$ cat src/rtl/hop_kernel_pkg.sv
`default_nettype none
// ============================================================================
// Module      : hop_kernel_pkg
// Description : Shared constants, types and helpers for the hop-selection
//               kernel: channel count, AFH minimum, datapath widths, FSM
//               state type, the bank-order position-to-channel mapping and
//               the combinational mod-79 reduction.
// Revision    : 1.0 - initial release
// ============================================================================
package hop_kernel_pkg;

    localparam int NUM_CHAN  = 79;
    localparam int AFH_NMIN  = 20;

    localparam int CHAN_W    = 7;
    localparam int K_W       = 7;
    localparam int SUM_W     = 9;

    typedef logic [CHAN_W-1:0] chan_t;
    typedef logic [K_W-1:0]    k_t;
    typedef logic [SUM_W-1:0]  sum_t;

    typedef enum logic [2:0] {
        IDLE = 3'd0,
        PERM = 3'd1,
        ADD  = 3'd2,
        MODN = 3'd3,
        SCAN = 3'd4,
        DONE = 3'd5
    } state_t;

    // Register-bank order: positions 0..39 are the even channels 0..78,
    // positions 40..78 are the odd channels 1..77. The same mapping turns
    // the basic-hop index k into its channel.
    function automatic chan_t bank_order(input k_t pos);
        k_t t;
        if (pos < k_t'(40)) begin
            return {pos[5:0], 1'b0};
        end
        t = pos - k_t'(40);
        return {t[5:0], 1'b1};
    endfunction

    // Compare/subtract chain. Four stages cover every value the 9-bit
    // sum of the kernel inputs can take (max 348), not only the nominal
    // 268 of a well-formed control word.
    function automatic k_t mod79(input sum_t s);
        sum_t r;
        r = s;
        for (int i = 0; i < 4; i++) begin
            if (r >= sum_t'(NUM_CHAN)) begin
                r = r - sum_t'(NUM_CHAN);
            end
        end
        return r[K_W-1:0];
    endfunction

endpackage
`default_nettype wire

$ cat src/rtl/hop_kernel_if.sv
`default_nettype none
// ============================================================================
// Module      : hop_kernel_if
// Description : Request/response bundle between the link controller
//               (master) and the hop-selection kernel (slave).
//               master drives: start_p, X, Y1, Y2, A..F, Fprime,
//                              afh_en, afh_map, afh_N
//               slave drives : chan, chan_valid_p, busy, remap_err
// Revision    : 1.0 - initial release
// ============================================================================
interface hop_kernel_if;
    import hop_kernel_pkg::*;

    logic        start_p;
    logic [4:0]  X;
    logic        Y1;
    logic [5:0]  Y2;
    logic [4:0]  A;
    logic [3:0]  B;
    logic [4:0]  C;
    logic [8:0]  D;
    logic [6:0]  E;
    logic [6:0]  F;
    logic [6:0]  Fprime;
    logic        afh_en;
    logic [78:0] afh_map;
    logic [6:0]  afh_N;

    chan_t       chan;
    logic        chan_valid_p;
    logic        busy;
    logic        remap_err;

    modport master (
        output start_p, X, Y1, Y2, A, B, C, D, E, F, Fprime,
               afh_en, afh_map, afh_N,
        input  chan, chan_valid_p, busy, remap_err
    );

    modport slave (
        input  start_p, X, Y1, Y2, A, B, C, D, E, F, Fprime,
               afh_en, afh_map, afh_N,
        output chan, chan_valid_p, busy, remap_err
    );

endinterface
`default_nettype wire

$ cat src/rtl/hop_kernel_perm5.sv
`default_nettype none
// ============================================================================
// Module      : hop_perm5
// Description : Purely combinational 5-bit, 7-stage butterfly permutation
//               driven by 14 control bits. Each control bit, when set,
//               swaps one pair of bits; the two pairs in a stage are
//               disjoint so their order within a stage is irrelevant.
//   i_z    [4:0]  value to permute
//   i_p    [13:0] control word (P13 acts first)
//   o_perm [4:0]  permuted value
// Revision    : 1.0 - initial release
// ============================================================================
module hop_perm5 (
    input  wire logic [4:0]  i_z,
    input  wire logic [13:0] i_p,
    output logic      [4:0]  o_perm
);

    function automatic logic [4:0] swap2(
        input logic [4:0] v,
        input logic [2:0] a,
        input logic [2:0] b,
        input logic       en
    );
        logic [4:0] r;
        r = v;
        if (en) begin
            r[a] = v[b];
            r[b] = v[a];
        end
        return r;
    endfunction

    always_comb begin
        logic [4:0] w_v;
        w_v = i_z;
        // stage 1
        w_v = swap2(w_v, 3'd0, 3'd1, i_p[13]);
        w_v = swap2(w_v, 3'd2, 3'd3, i_p[12]);
        // stage 2
        w_v = swap2(w_v, 3'd1, 3'd2, i_p[11]);
        w_v = swap2(w_v, 3'd3, 3'd4, i_p[10]);
        // stage 3
        w_v = swap2(w_v, 3'd0, 3'd4, i_p[9]);
        w_v = swap2(w_v, 3'd1, 3'd3, i_p[8]);
        // stage 4
        w_v = swap2(w_v, 3'd0, 3'd3, i_p[7]);
        w_v = swap2(w_v, 3'd2, 3'd4, i_p[6]);
        // stage 5
        w_v = swap2(w_v, 3'd1, 3'd3, i_p[5]);
        w_v = swap2(w_v, 3'd0, 3'd2, i_p[4]);
        // stage 6
        w_v = swap2(w_v, 3'd3, 3'd4, i_p[3]);
        w_v = swap2(w_v, 3'd1, 3'd2, i_p[2]);
        // stage 7
        w_v = swap2(w_v, 3'd0, 3'd2, i_p[1]);
        w_v = swap2(w_v, 3'd1, 3'd3, i_p[0]);
        o_perm = w_v;
    end

endmodule
`default_nettype wire

$ cat src/rtl/hop_kernel.sv
`default_nettype none
// ============================================================================
// Module      : hop_kernel
// Description : Hop-selection kernel. Captures a hopping control word on
//               start_p, computes the basic-hop channel (adder 1, PERM5
//               butterfly, adder 2 mod 79, bank mapping) and, when AFH is
//               enabled and the basic channel is unused, remaps it through
//               an iterative mod-N and a used-channel scan.
//   clk_6M  6 MHz clock
//   rst     synchronous active-high reset
//   bus     hop_kernel_if.slave: request inputs, chan / chan_valid_p /
//           busy / remap_err outputs
// Revision    : 1.0 - initial release
// ============================================================================
module hop_kernel
    import hop_kernel_pkg::*;
(
    input  wire logic   clk_6M,
    input  wire logic   rst,
    hop_kernel_if.slave bus
);

    localparam k_t c_NMIN     = k_t'(AFH_NMIN);
    localparam k_t c_NMAX     = k_t'(NUM_CHAN);
    localparam k_t c_LAST_POS = k_t'(NUM_CHAN - 1);

    state_t      r_state;
    state_t      w_state_next;

    // captured request
    logic [4:0]  r_x;
    logic        r_y1;
    logic [5:0]  r_y2;
    logic [4:0]  r_a;
    logic [3:0]  r_b;
    logic [4:0]  r_c;
    logic [8:0]  r_d;
    logic [6:0]  r_e;
    logic [6:0]  r_f_in;
    logic [6:0]  r_fp;
    logic        r_afh_en;
    logic [78:0] r_map;
    k_t          r_n;

    // working registers
    logic [4:0]  r_perm;
    chan_t       r_fch;
    sum_t        r_sumn;
    k_t          r_pos;
    k_t          r_cnt;
    chan_t       r_chan;
    logic        r_err;

    logic [4:0]  w_xa;
    logic [4:0]  w_z;
    logic [13:0] w_p;
    logic [4:0]  w_perm;
    sum_t        w_sum_f;
    sum_t        w_sum_fp;
    chan_t       w_f;
    logic        w_remap;
    logic        w_n_bad;
    sum_t        w_n_ext;
    logic        w_ge;
    sum_t        w_sub;
    chan_t       w_scan_ch;
    logic        w_used;
    logic        w_hit;
    logic        w_last;
    logic        w_busy;
    logic        w_valid;

    // ------------------------------------------------------------------
    // Combinational datapath
    // ------------------------------------------------------------------
    assign w_xa = r_x + r_a;                       // mod 32 by width
    assign w_z  = {w_xa[4], w_xa[3:0] ^ r_b};
    assign w_p  = {r_d, r_c ^ {5{r_y1}}};

    hop_perm5 u_perm5 (
        .i_z    (w_z),
        .i_p    (w_p),
        .o_perm (w_perm)
    );

    assign w_sum_f  = {4'd0, r_perm} + {2'd0, r_e} + {2'd0, r_f_in} + {3'd0, r_y2};
    assign w_sum_fp = {4'd0, r_perm} + {2'd0, r_e} + {2'd0, r_fp}   + {3'd0, r_y2};
    assign w_f      = bank_order(mod79(w_sum_f));

    assign w_remap  = r_afh_en && !r_map[w_f];
    assign w_n_bad  = (r_n < c_NMIN) || (r_n > c_NMAX);

    assign w_n_ext  = {2'd0, r_n};
    assign w_ge     = (r_sumn >= w_n_ext);
    assign w_sub    = r_sumn - w_n_ext;

    // After MODN, r_sumn holds k' (< afh_N <= 79), so it is compared
    // against the running count of used channels seen so far.
    assign w_scan_ch = bank_order(r_pos);
    assign w_used    = r_map[w_scan_ch];
    assign w_hit     = w_used && ({2'd0, r_cnt} == r_sumn);
    assign w_last    = (r_pos == c_LAST_POS);

    // ------------------------------------------------------------------
    // FSM: state register
    // ------------------------------------------------------------------
    always_ff @(posedge clk_6M) begin
        if (rst) begin
            r_state <= IDLE;
        end else begin
            r_state <= w_state_next;
        end
    end

    // ------------------------------------------------------------------
    // FSM: next state
    // ------------------------------------------------------------------
    always_comb begin
        w_state_next = r_state;
        case (r_state)
            IDLE: if (bus.start_p) w_state_next = PERM;
            PERM: w_state_next = ADD;
            ADD:  w_state_next = (!w_remap || w_n_bad) ? DONE : MODN;
            // Leave as soon as the remainder is known: either no
            // subtraction is possible, or this cycle's subtraction
            // lands below afh_N.
            MODN: if (!w_ge || (w_sub < w_n_ext)) w_state_next = SCAN;
            SCAN: if (w_hit || w_last) w_state_next = DONE;
            DONE: w_state_next = IDLE;
            default: w_state_next = IDLE;
        endcase
    end

    // ------------------------------------------------------------------
    // FSM: outputs
    // ------------------------------------------------------------------
    always_comb begin
        w_busy  = (r_state != IDLE);
        w_valid = (r_state == DONE);
    end

    assign bus.chan         = r_chan;
    assign bus.chan_valid_p = w_valid;
    assign bus.busy         = w_busy;
    assign bus.remap_err    = r_err;

    // ------------------------------------------------------------------
    // Datapath registers
    // ------------------------------------------------------------------
    always_ff @(posedge clk_6M) begin
        if (rst) begin
            r_x      <= '0;
            r_y1     <= 1'b0;
            r_y2     <= '0;
            r_a      <= '0;
            r_b      <= '0;
            r_c      <= '0;
            r_d      <= '0;
            r_e      <= '0;
            r_f_in   <= '0;
            r_fp     <= '0;
            r_afh_en <= 1'b0;
            r_map    <= '0;
            r_n      <= '0;
            r_perm   <= '0;
            r_fch    <= '0;
            r_sumn   <= '0;
            r_pos    <= '0;
            r_cnt    <= '0;
            r_chan   <= '0;
            r_err    <= 1'b0;
        end else begin
            case (r_state)
                IDLE: begin
                    if (bus.start_p) begin
                        r_x      <= bus.X;
                        r_y1     <= bus.Y1;
                        r_y2     <= bus.Y2;
                        r_a      <= bus.A;
                        r_b      <= bus.B;
                        r_c      <= bus.C;
                        r_d      <= bus.D;
                        r_e      <= bus.E;
                        r_f_in   <= bus.F;
                        r_fp     <= bus.Fprime;
                        r_afh_en <= bus.afh_en;
                        r_map    <= bus.afh_map;
                        r_n      <= bus.afh_N;
                        r_err    <= 1'b0;
                    end
                end
                PERM: begin
                    r_perm <= w_perm;
                end
                ADD: begin
                    r_fch  <= w_f;
                    r_sumn <= w_sum_fp;
                    r_pos  <= '0;
                    r_cnt  <= '0;
                    // Channel is final here unless the remap will run.
                    if (!w_remap) begin
                        r_chan <= w_f;
                    end else if (w_n_bad) begin
                        r_chan <= w_f;
                        r_err  <= 1'b1;
                    end
                end
                MODN: begin
                    if (w_ge) begin
                        r_sumn <= w_sub;
                    end
                end
                SCAN: begin
                    r_pos <= r_pos + k_t'(1);
                    if (w_used) begin
                        r_cnt <= r_cnt + k_t'(1);
                    end
                    if (w_hit) begin
                        r_chan <= w_scan_ch;
                    end else if (w_last) begin
                        // afh_N exceeded the number of used channels
                        r_chan <= r_fch;
                        r_err  <= 1'b1;
                    end
                end
                default: begin
                end
            endcase
        end
    end

endmodule
`default_nettype wire

$ cat src/flat_wrapper.sv
// flat-port wrapper written by rule: the top's interface ports become plain ports
module hop_kernel_flat import hop_kernel_pkg::*;
  (clk_6M, rst, bus_start_p, bus_X, bus_Y1, bus_Y2, bus_A, bus_B, bus_C, bus_D, bus_E, bus_F, bus_Fprime, bus_afh_en, bus_afh_map, bus_afh_N, bus_chan, bus_chan_valid_p, bus_busy, bus_remap_err);
  hop_kernel_if bus_i ();
  input  wire logic clk_6M;
  input  wire logic rst;
  input wire logic [$bits(bus_i.start_p)-1:0] bus_start_p;
  input wire logic [$bits(bus_i.X)-1:0] bus_X;
  input wire logic [$bits(bus_i.Y1)-1:0] bus_Y1;
  input wire logic [$bits(bus_i.Y2)-1:0] bus_Y2;
  input wire logic [$bits(bus_i.A)-1:0] bus_A;
  input wire logic [$bits(bus_i.B)-1:0] bus_B;
  input wire logic [$bits(bus_i.C)-1:0] bus_C;
  input wire logic [$bits(bus_i.D)-1:0] bus_D;
  input wire logic [$bits(bus_i.E)-1:0] bus_E;
  input wire logic [$bits(bus_i.F)-1:0] bus_F;
  input wire logic [$bits(bus_i.Fprime)-1:0] bus_Fprime;
  input wire logic [$bits(bus_i.afh_en)-1:0] bus_afh_en;
  input wire logic [$bits(bus_i.afh_map)-1:0] bus_afh_map;
  input wire logic [$bits(bus_i.afh_N)-1:0] bus_afh_N;
  output wire logic [$bits(bus_i.chan)-1:0] bus_chan;
  output wire logic [$bits(bus_i.chan_valid_p)-1:0] bus_chan_valid_p;
  output wire logic [$bits(bus_i.busy)-1:0] bus_busy;
  output wire logic [$bits(bus_i.remap_err)-1:0] bus_remap_err;
  assign bus_i.start_p = bus_start_p;
  assign bus_i.X = bus_X;
  assign bus_i.Y1 = bus_Y1;
  assign bus_i.Y2 = bus_Y2;
  assign bus_i.A = bus_A;
  assign bus_i.B = bus_B;
  assign bus_i.C = bus_C;
  assign bus_i.D = bus_D;
  assign bus_i.E = bus_E;
  assign bus_i.F = bus_F;
  assign bus_i.Fprime = bus_Fprime;
  assign bus_i.afh_en = bus_afh_en;
  assign bus_i.afh_map = bus_afh_map;
  assign bus_i.afh_N = bus_afh_N;
  assign bus_chan = bus_i.chan;
  assign bus_chan_valid_p = bus_i.chan_valid_p;
  assign bus_busy = bus_i.busy;
  assign bus_remap_err = bus_i.remap_err;
  hop_kernel u_core (.clk_6M(clk_6M), .rst(rst), .bus(bus_i));
endmodule
$ cat config.mk
export PLATFORM = sky130hd
export DESIGN_NAME = hop_kernel_flat
export DESIGN_NICKNAME = d
export VERILOG_FILES = /design/src/rtl/hop_kernel_pkg.sv /design/src/rtl/hop_kernel_if.sv /design/src/rtl/hop_kernel_perm5.sv /design/src/rtl/hop_kernel.sv /design/src/flat_wrapper.sv
export SDC_FILE = /design/constraint.sdc
export NUM_CORES = 1
export LEC_CHECK = 0
export BUFFER_PORTS_ARGS = -buffer_cell sky130_fd_sc_hd__buf_2
export CORE_MARGIN = 8
export CORE_UTILIZATION = 30
export CTS_CLUSTER_DIAMETER = 120
export CTS_CLUSTER_SIZE = 10
export DETAILED_ROUTE_END_ITERATION = 10
export GPL_TIMING_DRIVEN = 0
export SLEW_MARGIN = 20
export SYNTH_ARGS = -nofsm -noshare
export SYNTH_HDL_FRONTEND = slang
export SYNTH_SLANG_ARGS = --single-unit
$ cat constraint.sdc
create_clock -name clk_6M -period 20.9 [get_ports clk_6M]
set_input_delay 1.045 -clock clk_6M [delete_from_list [all_inputs] [get_ports clk_6M]]
set_output_delay 1.045 -clock clk_6M [all_outputs]
set_load 0.05 [all_outputs]
==> qor.csv <==
stage,metric,value,unit
floorplanning,ioPinCount,156,
logic_synthesis,synth_edf_count,0,
power_and_ir_drop,pwr-share-clk,13.5,%
worst_setup_path,r2r_cells,46,
grt,grt_usage,15.76,%
finish,largest_register_ffs,79,
finish,final_layout_size_suffix_gt1_share,15.88,%
clock_tree,htree_levels,4,
logic_synthesis,ys_ff_latch,189,
logic_synthesis,synthTopCellsByCount,"408 x nand2_1, 203 x a21oi_1, 189 x dfxtp_1",
timing,rsz0062_at_grt,false,
logic_synthesis,synthTopCellsByArea,"dfxtp_1 30%, nand2_1 12%, a21oi_1 7.9%",
clock_tree,cts_root_buf,clkbuf_16,
logic_synthesis,mappedNetlistArea,12800,sq um
clock_tree,clock_sinks,189,
route,ant_nets,0,
min_path,hold_depth,2,
logic_synthesis,synth_cell_type_count,97,
clock_tree,clkTransAtPathRegs,0.07,ns
floorplanning,num_rows,75,
route,initialDrtViolationCount,775,
min_path,min-delay-path-class,reg -> reg,
floorplanning,core,42040,sq um
worst_setup_path,crit_family,compound AO/OA/AOI/OAI gates,
timing,period_share,66.88,%
clock_tree,cts_tree,built,
finish,fin_nets,2032,
finish,top_register,u_core.r_map,
route,vias,12440,
power_and_ir_drop,max-vdd-ir-drop,0.0001086,V
worst_setup_path,crit_buf_inv,8,
placed_design,hpwl,31990,um
logic_synthesis,yosys_warnings,0,
worst_setup_path,cpMostUsedCell,ha_1,
power_and_ir_drop,seqPwrFrac,18.4,%
worst_setup_path,endpoint_kind,flop,
power_and_ir_drop,p_sw_share,50.79,%
logic_synthesis,synthCells,1646,
logic_synthesis,synth-main-ff-cell,dfxtp_1,
worst_setup_path,worstPathMaxFanout,10,
worst_setup_path,worstSetupPathType,reg -> reg,
timing,setup_viol,0,
clock_tree,cts_buffers,17,
grt,grt_pass1_wl,64110,um
timing,fmax,71.55,MHz
route,drtPass1Iterations,6,
timing,timing.clock.skew,0.009859,ns
worst_setup_path,start_kind,flop,
worst_setup_path,ff2ff_setup_slack,6.92,ns
timing,maxSlewHeadroom,18.86,%
timing,tns,0,ns
route,wirelength,40170,um
logic_synthesis,yosysTopAreaCellShare,29.55,%
floorplanning,die_h,222.6,um
grt,antenna_found_initial,1,
route,drc,0,
logic_synthesis,avgSynthCellArea,7.778,sq um
finish,area_growth_syn_to_layout,15.87,%
worst_setup_path,cp_data_arrival_time,14.31,ns
timing,maxSlewViolCount,0,
grt,gr-total-overflow,0,
floorplanning,die_area,49540,sq um
timing,hold_violations,0,
worst_setup_path,crit_path_max_incr_delay,1.04,ns
power_and_ir_drop,p_leak,0.005879,uW
worst_setup_path,path_depth,46,
run_status,outcome,finished clean,
floorplanning,die_x,222.6,um
power_and_ir_drop,netSwitchingPower,1209,uW
placed_design,portBuffers,155,
finish,finish.instance_area,14830,sq um
finish,reg_top3,"u_core.r_map (79), u_core.r_d (9), u_core.r_sumn (9)",
logic_synthesis,synth_nets,1858,
logic_synthesis,synth_most_common_cell,nand2_1,
clock_tree,post_cts_buffers,0,
grt,grt_max_degree,17,
logic_synthesis,yosysTopAreaCell,dfxtp_1,
grt,grt_pass1_vias,12330,
power_and_ir_drop,intPower,1171,uW
logic_synthesis,async_flop_share,0,%
power_and_ir_drop,power.density,160.4,nW/um^2
placed_design,gp_congestion,0.8867,
clock_tree,postCtsHoldBufs,0,
worst_setup_path,worst_ep_required_time,21.24,ns
timing,worst_pin_slew,1.206,ns
placed_design,dpl_cell_area,14260,sq um
floorplanning,start_util,30.45,%
worst_setup_path,critPathSlowestCell,nor4_1,
clock_tree,clk_latency,0.45,ns
clock_tree,ctsResizeCount,0,
route,post_drt_wl_per_cell,16.93,um
power_and_ir_drop,power_frac_comb,68.1,%
clock_tree,clock_path_buffers,2,
flow_run,drv_cap,0,
route,via_per_inst,5.241,
timing,fin_crit,13.98,ns
logic_synthesis,synth-seq-area-share,29.55,%
[final timing paths]
path | from | endpoint
worst max-delay path | u_core.r_perm[0] | u_core.bus.chan[6]
worst min-delay path | u_core.r_fch[2] | u_core.r_fch[2]
worst max register to register | u_core.r_perm[0] | u_core.bus.chan[6]
worst min register to register | u_core.r_fch[2] | u_core.r_fch[2]
[layout by cell type, fill, tap and decap left out, types with 5 or more instances in the layout]
| cell | count |
|---|---|
| nand3_1 | 35 |
| clkbuf_1 | 66 |
| buf_4 | 6 |
| xor2_1 | 22 |
| mux2_2 | 14 |
| and3_1 | 8 |
| a31oi_1 | 13 |
| o21a_1 | 7 |
| a22oi_1 | 12 |
| nor2b_1 | 12 |
| nor2_1 | 76 |
| ha_1 | 49 |
| inv_1 | 78 |
| o22ai_1 | 5 |
| xnor2_1 | 33 |
| o211ai_1 | 12 |
| mux2i_1 | 49 |
| a21oi_1 | 203 |
| buf_1 | 6 |
| fa_1 | 17 |
| a21o_1 | 18 |
| a311oi_1 | 8 |
| mux4_2 | 26 |
| nor3_1 | 31 |
| clkbuf_16 | 17 |
| and2_1 | 11 |
| o21ai_0 | 52 |
| nand2_1 | 408 |
| nand4_1 | 13 |
| dfxtp_1 | 189 |
| or2_2 | 6 |
| a211o_1 | 5 |
| a211oi_1 | 24 |
| or3_1 | 6 |
| buf_2 | 165 |
| nand2b_1 | 7 |
[layout make-up]
type / instances / area (sq um)
repair buffers: 155 / 775.7
flip-flops and latches: 189 / 3784
clock inverters: 12 / 107.6
plain buffers: 91 / 399.1
fillers: 4479 / 27210
diodes: 1 / 2.502
clock buffers: 20 / 466.7
inverters: 80 / 300.3
well taps: 539 / 674.4
multi-input cells: 1286 / 8324
[worst min-delay path, stage by stage, from the launching register on]
cell     delay (ns)
dfxtp_1        0.31
nand2_1        0.05
a21oi_1        0.05
[power groups by stage]
stage | logic, uW | registers (uW) | clock network (uW)
after CTS | 1590 | 438 | 329
final | 1620 | 438 | 322
after global placement | 1570 | 445 | 0
after global routing | 1770 | 443 | 343
after floorplan | 1190 | 446 | 0
after detailed placement | 1580 | 446 | 0
[kinds of logic after synthesis]
kind of cell	count (synthesis)	synth area share [%]
and+or+nand+nor	642	21.99
xor gates and xnor gates	56	3.890
DFF	189	29.55
AOI/OAI and AO/OA	426	21.33
adders and majority gates	66	7.447
buffers and inverters	171	5.463
muxes	96	10.33
[through the flow]
stage	hold WS, ns	utilization (%)	setup WS, ns	instances	total power, uW
6_report	0.4600	35.29	6.923	2373	2380
5_1_grt	0.4837	35.28	5.952	2372	2553
4_1_cts	0.4587	35.28	7.195	2372	2358
3_5_place_dp	0.4495	33.91	7.240	2340	2028
3_3_place_gp	0.4409	33.90	7.398	2340	2011
2_1_floorplan	0.4357	-	9.374	1646	1633
[per-layer routing]
metal / wire, um / vias up / track usage [%]
met2: 19420 / 344 / 27.07
met5: 0 / - / 0
met4: 1115 / 0 / 6.308
met1: 17560 / 5889 / 19.36
met3: 2081 / 69 / 2.740
li1: - / 6136 / -
Power figures use the tool's default switching activity.
